**config.mk**
```make
export PLATFORM = sky130hd
export DESIGN_NAME = jtframe_joy_serializer
export DESIGN_NICKNAME = d
export VERILOG_FILES = /design/src/rtl/jtframe_joyser_pkg.sv /design/src/rtl/jtframe_sync_edge.sv /design/src/rtl/jtframe_joy_serializer.sv
export SDC_FILE = /design/constraint.sdc
export NUM_CORES = 1
export LEC_CHECK = 0
export ABC_AREA = 1
export CAP_MARGIN = 20
export CORE_MARGIN = 2
export CORE_UTILIZATION = 50
export DETAILED_ROUTE_END_ITERATION = 8
export PLACE_DENSITY = 0.84
export SLEW_MARGIN = 20
export SYNTH_ARGS = -nofsm -noshare
export SYNTH_HDL_FRONTEND = slang
export SYNTH_SLANG_ARGS = --single-unit
```
**constraint.sdc**
```tcl
create_clock -name clk_sys -period 1.6 [get_ports clk_sys]
set_input_delay 0.24 -clock clk_sys [delete_from_list [all_inputs] [get_ports clk_sys]]
set_output_delay 0.24 -clock clk_sys [all_outputs]
set_load 0.05 [all_outputs]
```
**src/rtl/jtframe_joyser_pkg.sv**
```systemverilog
// Shared FSM encoding and frame-length helper for the DB9 joystick serializer.
// Latency: n/a (types and constants only).
// Backpressure: n/a.
package jtframe_joyser_pkg;

    typedef enum logic [1:0] {
        ST_IDLE  = 2'd0,
        ST_LOAD  = 2'd1,
        ST_SHIFT = 2'd2,
        ST_DONE  = 2'd3
    } state_t;

    function automatic int frame_len(input int joy_w);
        return 2 * joy_w;
    endfunction

endpackage

```
**src/rtl/jtframe_sync_edge.sv**
```systemverilog
// 2-FF synchroniser for an asynchronous pin plus a rising-edge strobe.
// Latency: level and rise strobe valid 2 clk_sys cycles after the pin changes.
// Backpressure: none; the pin is sampled every cycle.
module jtframe_sync_edge #(
    parameter logic RST_VAL = 1'b0
) (
    input  logic clk_sys,
    input  logic rst_n,
    input  logic d_i,
    output logic lvl_o,
    output logic rise_o
);

    logic meta_q;
    logic sync_q;
    logic prev_q;

    // Reset to the pin's idle level so no spurious edge appears after reset.
    always_ff @(posedge clk_sys or negedge rst_n) begin
        if (!rst_n) begin
            meta_q <= RST_VAL;
            sync_q <= RST_VAL;
            prev_q <= RST_VAL;
        end else begin
            meta_q <= d_i;
            sync_q <= meta_q;
            prev_q <= sync_q;
        end
    end

    assign lvl_o  = sync_q;
    assign rise_o = sync_q & ~prev_q;

endmodule

```
**src/rtl/jtframe_joy_serializer.sv**
```systemverilog
// 74HC165-style target for the DB9 joystick link; optional watchdog via JTFRAME_JOYSER_TIMEOUT_EN.
// Latency: 3 clk_sys cycles from JOY_LOAD/JOY_CLK pin to JOY_DATA.
// Backpressure: none; the reader paces the frame through JOY_CLK.
module jtframe_joy_serializer
    import jtframe_joyser_pkg::*;
#(
    parameter int JOY_W      = 12,
    parameter bit ACTIVE_LOW = 1'b1
`ifdef JTFRAME_JOYSER_TIMEOUT_EN
    ,
    parameter int TIMEOUT    = 4096
`endif
) (
    input  logic             clk_sys,
    input  logic             rst_n,
    input  logic [JOY_W-1:0] joystick1,
    input  logic [JOY_W-1:0] joystick2,
    input  logic             JOY_LOAD,
    input  logic             JOY_CLK,
    output logic             JOY_DATA,
    output logic             busy,
    output logic             frame_done,
    output logic             timeout_err
);

    localparam int LEN = frame_len(JOY_W);
    localparam int CW  = $clog2(LEN + 1);

    logic ld_lvl, ld_rise, ck_lvl, ck_rise;

    jtframe_sync_edge #(.RST_VAL(1'b1)) u_sync_load (
        .clk_sys (clk_sys),
        .rst_n   (rst_n),
        .d_i     (JOY_LOAD),
        .lvl_o   (ld_lvl),
        .rise_o  (ld_rise)
    );

    jtframe_sync_edge #(.RST_VAL(1'b0)) u_sync_clk (
        .clk_sys (clk_sys),
        .rst_n   (rst_n),
        .d_i     (JOY_CLK),
        .lvl_o   (ck_lvl),
        .rise_o  (ck_rise)
    );

    // Shadow holds wire levels, so shifting in 1 leaves the line idle-high past the frame.
    logic [LEN-1:0] frame_wire;
    assign frame_wire = {joystick1, joystick2} ^ {LEN{ACTIVE_LOW}};

    state_t         state_q, state_d;
    logic [LEN-1:0] shadow_q, shadow_d;
    logic [CW-1:0]  cnt_q, cnt_d;
    logic           data_q, data_d;
    logic           done_q, done_d;
`ifdef JTFRAME_JOYSER_TIMEOUT_EN
    localparam int WW = $clog2(TIMEOUT + 1);
    logic [WW-1:0]  wd_q, wd_d;
    logic           to_q, to_d;
`endif

    always_comb begin
        state_d  = state_q;
        shadow_d = shadow_q;
        cnt_d    = cnt_q;
        done_d   = 1'b0;
`ifdef JTFRAME_JOYSER_TIMEOUT_EN
        wd_d     = '0;
        to_d     = 1'b0;
`endif
        case (state_q)
            ST_IDLE: ;
            ST_LOAD: begin
                shadow_d = frame_wire;
                cnt_d    = '0;
                if (ld_rise) state_d = ST_SHIFT;
            end
            ST_SHIFT: begin
                if (ck_rise) begin
                    shadow_d = {shadow_q[LEN-2:0], 1'b1};
                    cnt_d    = cnt_q + CW'(1);
                    if (cnt_d == CW'(LEN)) begin
                        state_d = ST_DONE;
                        done_d  = 1'b1;
                    end
                end
`ifdef JTFRAME_JOYSER_TIMEOUT_EN
                else begin
                    wd_d = wd_q + WW'(1);
                    if (wd_d == WW'(TIMEOUT)) begin
                        state_d = ST_IDLE;
                        to_d    = 1'b1;
                    end
                end
`endif
            end
            ST_DONE: ;
            default: state_d = ST_IDLE;
        endcase

        // Load has priority over everything, including a coincident clock edge.
        if (!ld_lvl) begin
            state_d  = ST_LOAD;
            shadow_d = frame_wire;
            cnt_d    = '0;
            done_d   = 1'b0;
`ifdef JTFRAME_JOYSER_TIMEOUT_EN
            wd_d     = '0;
            to_d     = 1'b0;
`endif
        end

        data_d = 1'b1;
        if (state_d == ST_LOAD || state_d == ST_SHIFT) data_d = shadow_d[LEN-1];
    end

    always_ff @(posedge clk_sys or negedge rst_n) begin
        if (!rst_n) begin
            state_q  <= ST_IDLE;
            shadow_q <= '0;
            cnt_q    <= '0;
            data_q   <= 1'b1;
            done_q   <= 1'b0;
`ifdef JTFRAME_JOYSER_TIMEOUT_EN
            wd_q     <= '0;
            to_q     <= 1'b0;
`endif
        end else begin
            state_q  <= state_d;
            shadow_q <= shadow_d;
            cnt_q    <= cnt_d;
            data_q   <= data_d;
            done_q   <= done_d;
`ifdef JTFRAME_JOYSER_TIMEOUT_EN
            wd_q     <= wd_d;
            to_q     <= to_d;
`endif
        end
    end

    assign JOY_DATA   = data_q;
    assign busy       = (state_q == ST_SHIFT);
    assign frame_done = done_q;
`ifdef JTFRAME_JOYSER_TIMEOUT_EN
    assign timeout_err = to_q;
`else
    assign timeout_err = 1'b0;
`endif

    // Synced JOY_CLK level is only needed for its edge.
    logic unused_ck_lvl;
    assign unused_ck_lvl = ck_lvl;

endmodule
```
==> load_flow_metrics.sql, run 1 <==
INSERT INTO impl_metrics (metric_group, metric, value, unit) VALUES
('run_status', 'outcome', 'finished with violations', ''),
('run_status', 'failed_checks', 'negative hold slack', ''),
('global_route', 'grt_first_pass_wirelength', '7403', 'um'),
('pwr', 'vdd.ir_drop.worst', '0.8159', 'mV'),
('flow_run', 'max-cap-violations', '0', ''),
('synthesis', 'synth_fp_nets', '247', ''),
('sta', 'timing.final.hold_violations', '8', ''),
('route', 'drc', '0', ''),
('layout', 'syn2layout_area_growth', '27.71', '%'),
('pwr', 'pwr_density_cell', '1563', 'nW/um2'),
('synthesis', 'post_synth_and_or_nand_nor_area_fraction', '13.03', '%'),
('setup_path', 'critical_path.slowest_cell', 'sky130_fd_sc_hd__dfrtp_1', ''),
('place', 'dp_hpwl', '2958', 'um'),
('layout', 'layout_cells_sized_above_1', '18.88', '%'),
('route', 'ant_nets', '0', ''),
('route', 'post_drt_wl_per_cell', '15.04', 'um'),
('synthesis', 'dominantRegCellSynth', 'sky130_fd_sc_hd__dfrtp_1', ''),
('synthesis', 'synth-xor-area-share', '0.4470', '%'),
('route', 'finalWirelength', '4467', 'um'),
('sta', 'finalSetupViolCount', '0', ''),
('sta', 'rsz0062_at_grt', 'yes', ''),
('floorplanning', 'die_area', '4436', 'um2'),
('setup_path', 'crit-reg2reg-launch', 'state_q[1]$_DFF_PN0_', ''),
('floorplanning', 'chipWidth', '66.60', 'um'),
('sta', 'worst_clock_skew', '8.201', 'ps'),
('sta', 'fin_hold_ws', '-6.954', 'ps'),
('synthesis', 'combinational_family_with_the_most_area_after_synthesis', 'compound AO/OA/AOI/OAI gates', ''),
('clock_tree', 'cts_made_buffers', '5', ''),
('sta', 'post-route-min-period', '1556', 'ps'),
('global_route', 'grt.overflow.total', '0', ''),
('synthesis', 'synth-seq-cells', '39', ''),
('global_route', 'gr-usage-all-layers', '22.28', '%'),
('setup_path', 'crit_arrival', '1740', 'ps'),
('synthesis', 'yosys.cell_count.top_type', 'sky130_fd_sc_hd__nand2_1', ''),
('setup_path', 'crit_path_max_fanout', '5', ''),
('global_route', 'grt_antenna_before_repair', '0', ''),
('synthesis', 'total_number_of_yosys_warnings', '0', ''),
('clock_tree', 'cts_sinks', '39', ''),
('synthesis', 'synth_compound_gate_area_share', '21.97', '%'),
('floorplanning', 'ioPinCount', '32', ''),
('global_route', 'via_count_of_the_first_global_routing_pass', '1589', ''),
('synthesis', 'post_synth_instance_area', '1959', 'um2'),
('setup_path', 'worstSetupPathType', 'flip-flop to flip-flop', ''),
('route', 'routed-via-count', '1686', ''),
('synthesis', 'cell_taking_the_most_area_after_synthesis', 'sky130_fd_sc_hd__dfrtp_1', ''),
('floorplanning', 'die-height', '66.60', 'um'),
('synthesis', 'ys_top_cells_by_area', 'sky130_fd_sc_hd__dfrtp_1, sky130_fd_sc_hd__nand2_1, sky130_fd_sc_hd__o22ai_1', ''),
('synthesis', 'synth_async_sr_flop_share', '100.0', '%'),
('synthesis', 'synth_cell_types', '26', ''),
('synthesis', 'instance_count_of_the_mapped_netlist', '215', ''),
('clock_tree', 'post_cts_hold_buffer_count', '0', ''),
('pwr', 'cellLeakagePower', '1.095', 'nW'),
('synthesis', 'synthMuxAreaShare', '0', '%'),
('sta', 'max_slew.worst_pin.slew', '500.6', 'ps'),
('sta', 'fmaxAchievable', '642.5', 'MHz'),
('setup_path', 'startpoint_type', 'flip-flop', ''),
('setup_path', 'timing.critical_path.from', 'state_q[1]$_DFF_PN0_', ''),
('synthesis', 'synth.yosys.seq_area_share', '50.06', '%'),
('setup_path', 'max_stage_delay', '470', 'ps'),
('setup_path', 'timing.critical_path.max_delay_family', 'flip-flops', ''),
('clock_tree', 'clk_pin_slew_worst_paths', '80', 'ps'),
('layout', 'postLayoutCellArea', '2502', 'um2'),
('place', 'io_buffers', '30', ''),
('clock_tree', 'htreeDepth', '2', ''),
('route', 'post_drt_via_cell_ratio', '5.677', ''),
('setup_path', 'worst_ep_required_time', '1780', 'ps'),
('synthesis', 'syn_area_per_cell', '9.113', 'um2'),
('route', 'detailedRoute.firstIterationViolations', '122', ''),
('floorplanning', 'initial_utilization', '52.73', '%'),
('clock_tree', 'cts_buffer_depth', '2', ''),
('synthesis', 'synth_top_cell_area_share', '44.70', '%');
## layer usage
metal	wire [um]	GRT usage, %	vias to the layer above
met3	194	4.899	10
met4	73	9.949	0
met5	0	0	-
li1	-	-	801
met1	1982	29.79	828
met2	2216	34.63	47
## sequential cells by signal, summed over array words and instances (netlist names)
name / count
shadow_q: 24
cnt_q: 5
state_q: 2
JOY_DATA: 1
frame_done: 1
u_sync_clk.lvl_o: 1
u_sync_clk.meta_q: 1
u_sync_clk.prev_q: 1
u_sync_load.lvl_o: 1
u_sync_load.meta_q: 1
u_sync_load.prev_q: 1
## power by group
part / total [W] / switching (W) / internal (W)
Sequential: 0.00139 / 0.000117 / 0.00127
Clock: 0.000739 / 0.000345 / 0.000394
Combinational: 0.00178 / 0.00104 / 0.000742
## path summary, 6_finish.rpt
check                                                to  slack, ps  cells after the start
max in group asynchronous  u_sync_load.prev_q$_DFF_PN1_       1240                      2
min in group clk_sys         u_sync_clk.lvl_o$_DFF_PN0_        350                      0
hold reg to reg              u_sync_clk.lvl_o$_DFF_PN0_        350                      0
setup / recovery                shadow_q[0]$_DFFE_PN0P_         40                      6
hold / removal                 shadow_q[19]$_DFFE_PN0P_         -7                      2
setup reg to reg                shadow_q[0]$_DFFE_PN0P_         40                      6
## cells in the final DEF (no fill, tap or decap), types with 2 or more instances in the layout
master | synthesis | routed
sky130_fd_sc_hd__nand2_1 | 41 | 41
sky130_fd_sc_hd__ha_4 | 0 | 2
sky130_fd_sc_hd__o221ai_1 | 15 | 15
sky130_fd_sc_hd__nor2_2 | 1 | 2
sky130_fd_sc_hd__o221ai_2 | 5 | 5
sky130_fd_sc_hd__dfrtp_1 | 35 | 35
sky130_fd_sc_hd__dfstp_2 | 4 | 4
sky130_fd_sc_hd__clkbuf_8 | 0 | 7
sky130_fd_sc_hd__o21ai_1 | 3 | 3
sky130_fd_sc_hd__nand3_1 | 6 | 5
sky130_fd_sc_hd__a21oi_1 | 3 | 2
sky130_fd_sc_hd__clkdlybuf4s50_1 | 0 | 26
sky130_fd_sc_hd__o21ai_0 | 3 | 3
sky130_fd_sc_hd__buf_12 | 0 | 4
sky130_fd_sc_hd__inv_1 | 32 | 31
sky130_fd_sc_hd__o211ai_1 | 2 | 2
sky130_fd_sc_hd__buf_4 | 4 | 8
sky130_fd_sc_hd__inv_2 | 6 | 6
sky130_fd_sc_hd__a21oi_2 | 2 | 2
sky130_fd_sc_hd__nor2_1 | 9 | 8
sky130_fd_sc_hd__o22ai_1 | 22 | 22
sky130_fd_sc_hd__nand4_1 | 4 | 4
## cells by family after synthesis
family                   Yosys count
flip-flops                        39
adder cells (fa/ha/maj)            4
buffers and inverters             52
AO/OA/AOI/OAI                     56
other                              1
AND/OR/NAND/NOR                   62
XOR/XNOR                           1
## per-stage QoR
stage          utilization, %  worst slack, ps  std cells  setup TNS, ps
6_report                67.34            43.58        297              0
4_1_cts                 66.23            65.18        295              0
3_3_place_gp            62.76            59.57        287              0
3_5_place_dp            62.76           -27.16        287         -37.45
2_1_floorplan               -            78.20        215              0
5_1_grt                 67.34           -75.72        297         -390.6
## cell type report
type	count	area, um2
repair buffers	40	416.7
inverters	38	145.1
multi-input cells	124	799.5
clock buffers	8	100.1
flip-flops and latches	39	980.9
fillers	305	1214
well taps	48	60.06
## repair_timing
action	4_1_cts	5_1_grt
resized for setup	5	6
endpoints found under the setup margin	23	16
setup buffers	0	2
pin swaps	0	1
Note: power is estimated with default switching activity, not from simulation.
==> inputs of run 2 (changes only) <==
- CAP_MARGIN: 20 -> 0
==> results of run 2 <==
Final layout, timing and power as in run 1 (identical DEF).
==> inputs of run 3 (changes only) <==
- SKIP_LAST_GASP: not set -> 1
==> run 3 against run 2 <==
The run still ends with negative hold slack left. Via count rose by 1.3%. Register-to-register slack got worse by 20 ps. Fmax fell by 1.2%. First-iteration DRC count fell by 9.8%. Largest cell class unchanged. Critical endpoint is now JOY_DATA$_DFF_PN1_.
==> load_flow_metrics.sql, run 3 (same netlist as run 1, synthesis figures left out) <==
INSERT INTO impl_metrics (metric_group, metric, value, unit) VALUES
('run_status', 'outcome', 'finished with violations', ''),
('run_status', 'failed_checks', 'negative hold slack', ''),
('sta', 'fmaxAchievable', '634.9', 'MHz'),
('setup_path', 'crit_path_max_fanout', '5', ''),
('sta', 'post-route-min-period', '1575', 'ps'),
('clock_tree', 'cts_tree', 'built', ''),
('clock_tree', 'htreeDepth', '2', ''),
('floorplanning', 'die_area', '4436', 'um2'),
('floorplanning', 'core_area', '3716', 'um2'),
('layout', 'post-route-util', '67.21', '%'),
('route', 'routed-via-count', '1708', ''),
('floorplanning', 'initial_utilization', '52.73', '%'),
('layout', 'fin_nets', '280', ''),
('floorplanning', 'fp-row-count', '22', ''),
('setup_path', 'crit_arrival', '1810', 'ps'),
('route', 'post_drt_wl_per_cell', '15.10', 'um'),
('setup_path', 'max_stage_delay', '410', 'ps'),
('route', 'drc', '0', ''),
('route', 'ant_nets', '0', ''),
('pwr', 'pwr_density_cell', '1562', 'nW/um2'),
('place', 'routabilityCongestion', '0.8305', ''),
('place', 'io_buffers', '30', ''),
('layout', 'layout_cells_sized_above_1', '18.88', '%'),
('sta', 'number_of_pins_exceeding_their_max_slew_limit_in_the_final_report', '0', ''),
('sta', 'rsz0062_at_grt', 'yes', ''),
('layout', 'syn2layout_area_growth', '27.46', '%'),
('pwr', 'cellLeakagePower', '1.089', 'nW'),
('clock_tree', 'cts_buffer_depth', '2', ''),
('sta', 'fin_hold_ws', '-5.144', 'ps'),
('sta', 'timing.max_slew.rel_slack', '66.60', '%'),
('sta', 'totalNegativeSetupSlack', '0', 'ps'),
('route', 'detailedRoute.firstIterationViolations', '110', ''),
('global_route', 'grt_antenna_before_repair', '0', ''),
('route', 'number_of_detailed_routing_iterations_run_before_antenna_repair', '5', ''),
('global_route', 'gr-usage-all-layers', '22.28', '%'),
('sta', 'max_slew.worst_pin.slew', '501.0', 'ps'),
('flow_run', 'max-cap-violations', '0', ''),
('clock_tree', 'skew_pair_late_insertion_delay', '290', 'ps'),
('setup_path', 'startpoint_type', 'flip-flop', ''),
('setup_path', 'worst_ep_required_time', '1840', 'ps'),
('layout', 'mostFrequentLayoutCell', 'sky130_fd_sc_hd__nand2_1', ''),
('layout', 'layout.cells.most_common_list', 'sky130_fd_sc_hd__nand2_1, sky130_fd_sc_hd__dfrtp_1, sky130_fd_sc_hd__inv_1, sky130_fd_sc_hd__clkdlybuf4s50_1, sky130_fd_sc_hd__o22ai_1', ''),
('clock_tree', 'ctsRootBufferMaster', 'sky130_fd_sc_hd__clkbuf_8', ''),
('setup_path', 'critical_path.slowest_cell', 'sky130_fd_sc_hd__dfrtp_1', ''),
('floorplanning', 'die-height', '66.60', 'um'),
('floorplanning', 'chipWidth', '66.60', 'um'),
('sta', 'period_utilization', '98.44', '%'),
('floorplanning', 'ioPinCount', '32', ''),
('setup_path', 'timing.critical_path.cells', 'inv_2, ha_4, nor2_1, nand4_1, o22ai_1, nor2_2, nand3_1', ''),
('layout', 'inserted_diodes', '0', ''),
('pwr', 'vdd.ir_drop.worst', '0.8169', 'mV'),
('setup_path', 'worstSetupPathType', 'flip-flop to flip-flop', ''),
('global_route', 'grt_first_pass_wirelength', '7403', 'um'),
('layout', 'largest_registers', 'shadow_q: 24 flops, cnt_q: 5 flops, state_q: 2 flops', ''),
('clock_tree', 'post_cts_hold_buffer_count', '0', ''),
('route', 'finalWirelength', '4485', 'um'),
('setup_path', 'end_kind', 'flip-flop', ''),
('layout', 'largest_register_ffs', '24', ''),
('place', 'pre_cts_ws', '-27.16', 'ps'),
('layout', 'regMostFlops', 'shadow_q', ''),
('global_route', 'grt.overflow.total', '0', ''),
('sta', 'timing.final.hold_violations', '6', ''),
('sta', 'final.setup.worst_slack', '24.97', 'ps'),
('clock_tree', 'cts_made_buffers', '5', ''),
('clock_tree', 'cts_sinks', '39', ''),
('clock_tree', 'clk_pin_slew_worst_paths', '80', 'ps'),
('sta', 'worst_clock_skew', '8.409', 'ps'),
('global_route', 'grt_start_max_net_pins', '40', ''),
('route', 'post_drt_via_cell_ratio', '5.751', ''),
('global_route', 'via_count_of_the_first_global_routing_pass', '1589', ''),
('sta', 'finalSetupViolCount', '0', ''),
('worst_hold_path', 'holdCritPathClass', 'input port to async pin', ''),
('place', 'dp_hpwl', '2958', 'um');
[run 3: timing repair]
item	4_1_cts	5_1_grt
resized for setup	5	5
setup endpoints to repair	23	16
setup buffers	0	2
pin swaps	0	1
[run 3: per-stage QoR]
stage,instances,cell area (um2),total power (W)
after global placement,287,2332,0.002959
final,297,2497,0.003901
after CTS,295,2461,0.003832
after global routing,297,2497,0.004153
after floorplan,215,1962,0.002553
after detailed placement,287,2332,0.003029
[run 3: final timing paths]
check | from | to | slack [ps] | cells past startpoint
max in group asynchronous | rst_n | u_sync_load.prev_q$_DFF_PN1_ | 1240 | 2
min in group clk_sys | u_sync_clk.meta_q$_DFF_PN0_ | u_sync_clk.lvl_o$_DFF_PN0_ | 350 | 0
hold reg to reg | u_sync_clk.meta_q$_DFF_PN0_ | u_sync_clk.lvl_o$_DFF_PN0_ | 350 | 0
setup reg to reg | state_q[0]$_DFF_PN0_ | JOY_DATA$_DFF_PN1_ | 20 | 7
hold / removal | rst_n | shadow_q[19]$_DFFE_PN0P_ | -5 | 2
setup / recovery | state_q[0]$_DFF_PN0_ | JOY_DATA$_DFF_PN1_ | 20 | 7
[run 3: critical path: cells and delay by family, from the launching register on]
family / cells / cell delay, ps
AOI/OAI and AO/OA: 1 / 230
buffers and inverters: 1 / 110
adders and majority gates: 1 / 230
DFF: 1 / 410
and+or+nand+nor: 4 / 530
[run 3: power breakdown]
part	internal (W)	switching, W
logic	0.000738	0.00103
registers	0.00127	0.000117
clock network	0.000394	0.000344
[run 3: cell type report]
type                       count  area, um2
clock buffer                   8      100.1
fill                         307       1219
inverter                      38      145.1
multi-input combinational    124      794.5
sequential                    39      980.9
tap                           48      60.06
timing repair buffer          40      416.7
[run 3: layer usage]
layer | global-route usage, % | routed length, um | vias up
met5 | 0 | 0 | -
met4 | 9.949 | 84 | 0
li1 | - | - | 801
met2 | 34.63 | 2219 | 59
met1 | 29.79 | 1987 | 835
met3 | 4.899 | 193 | 13
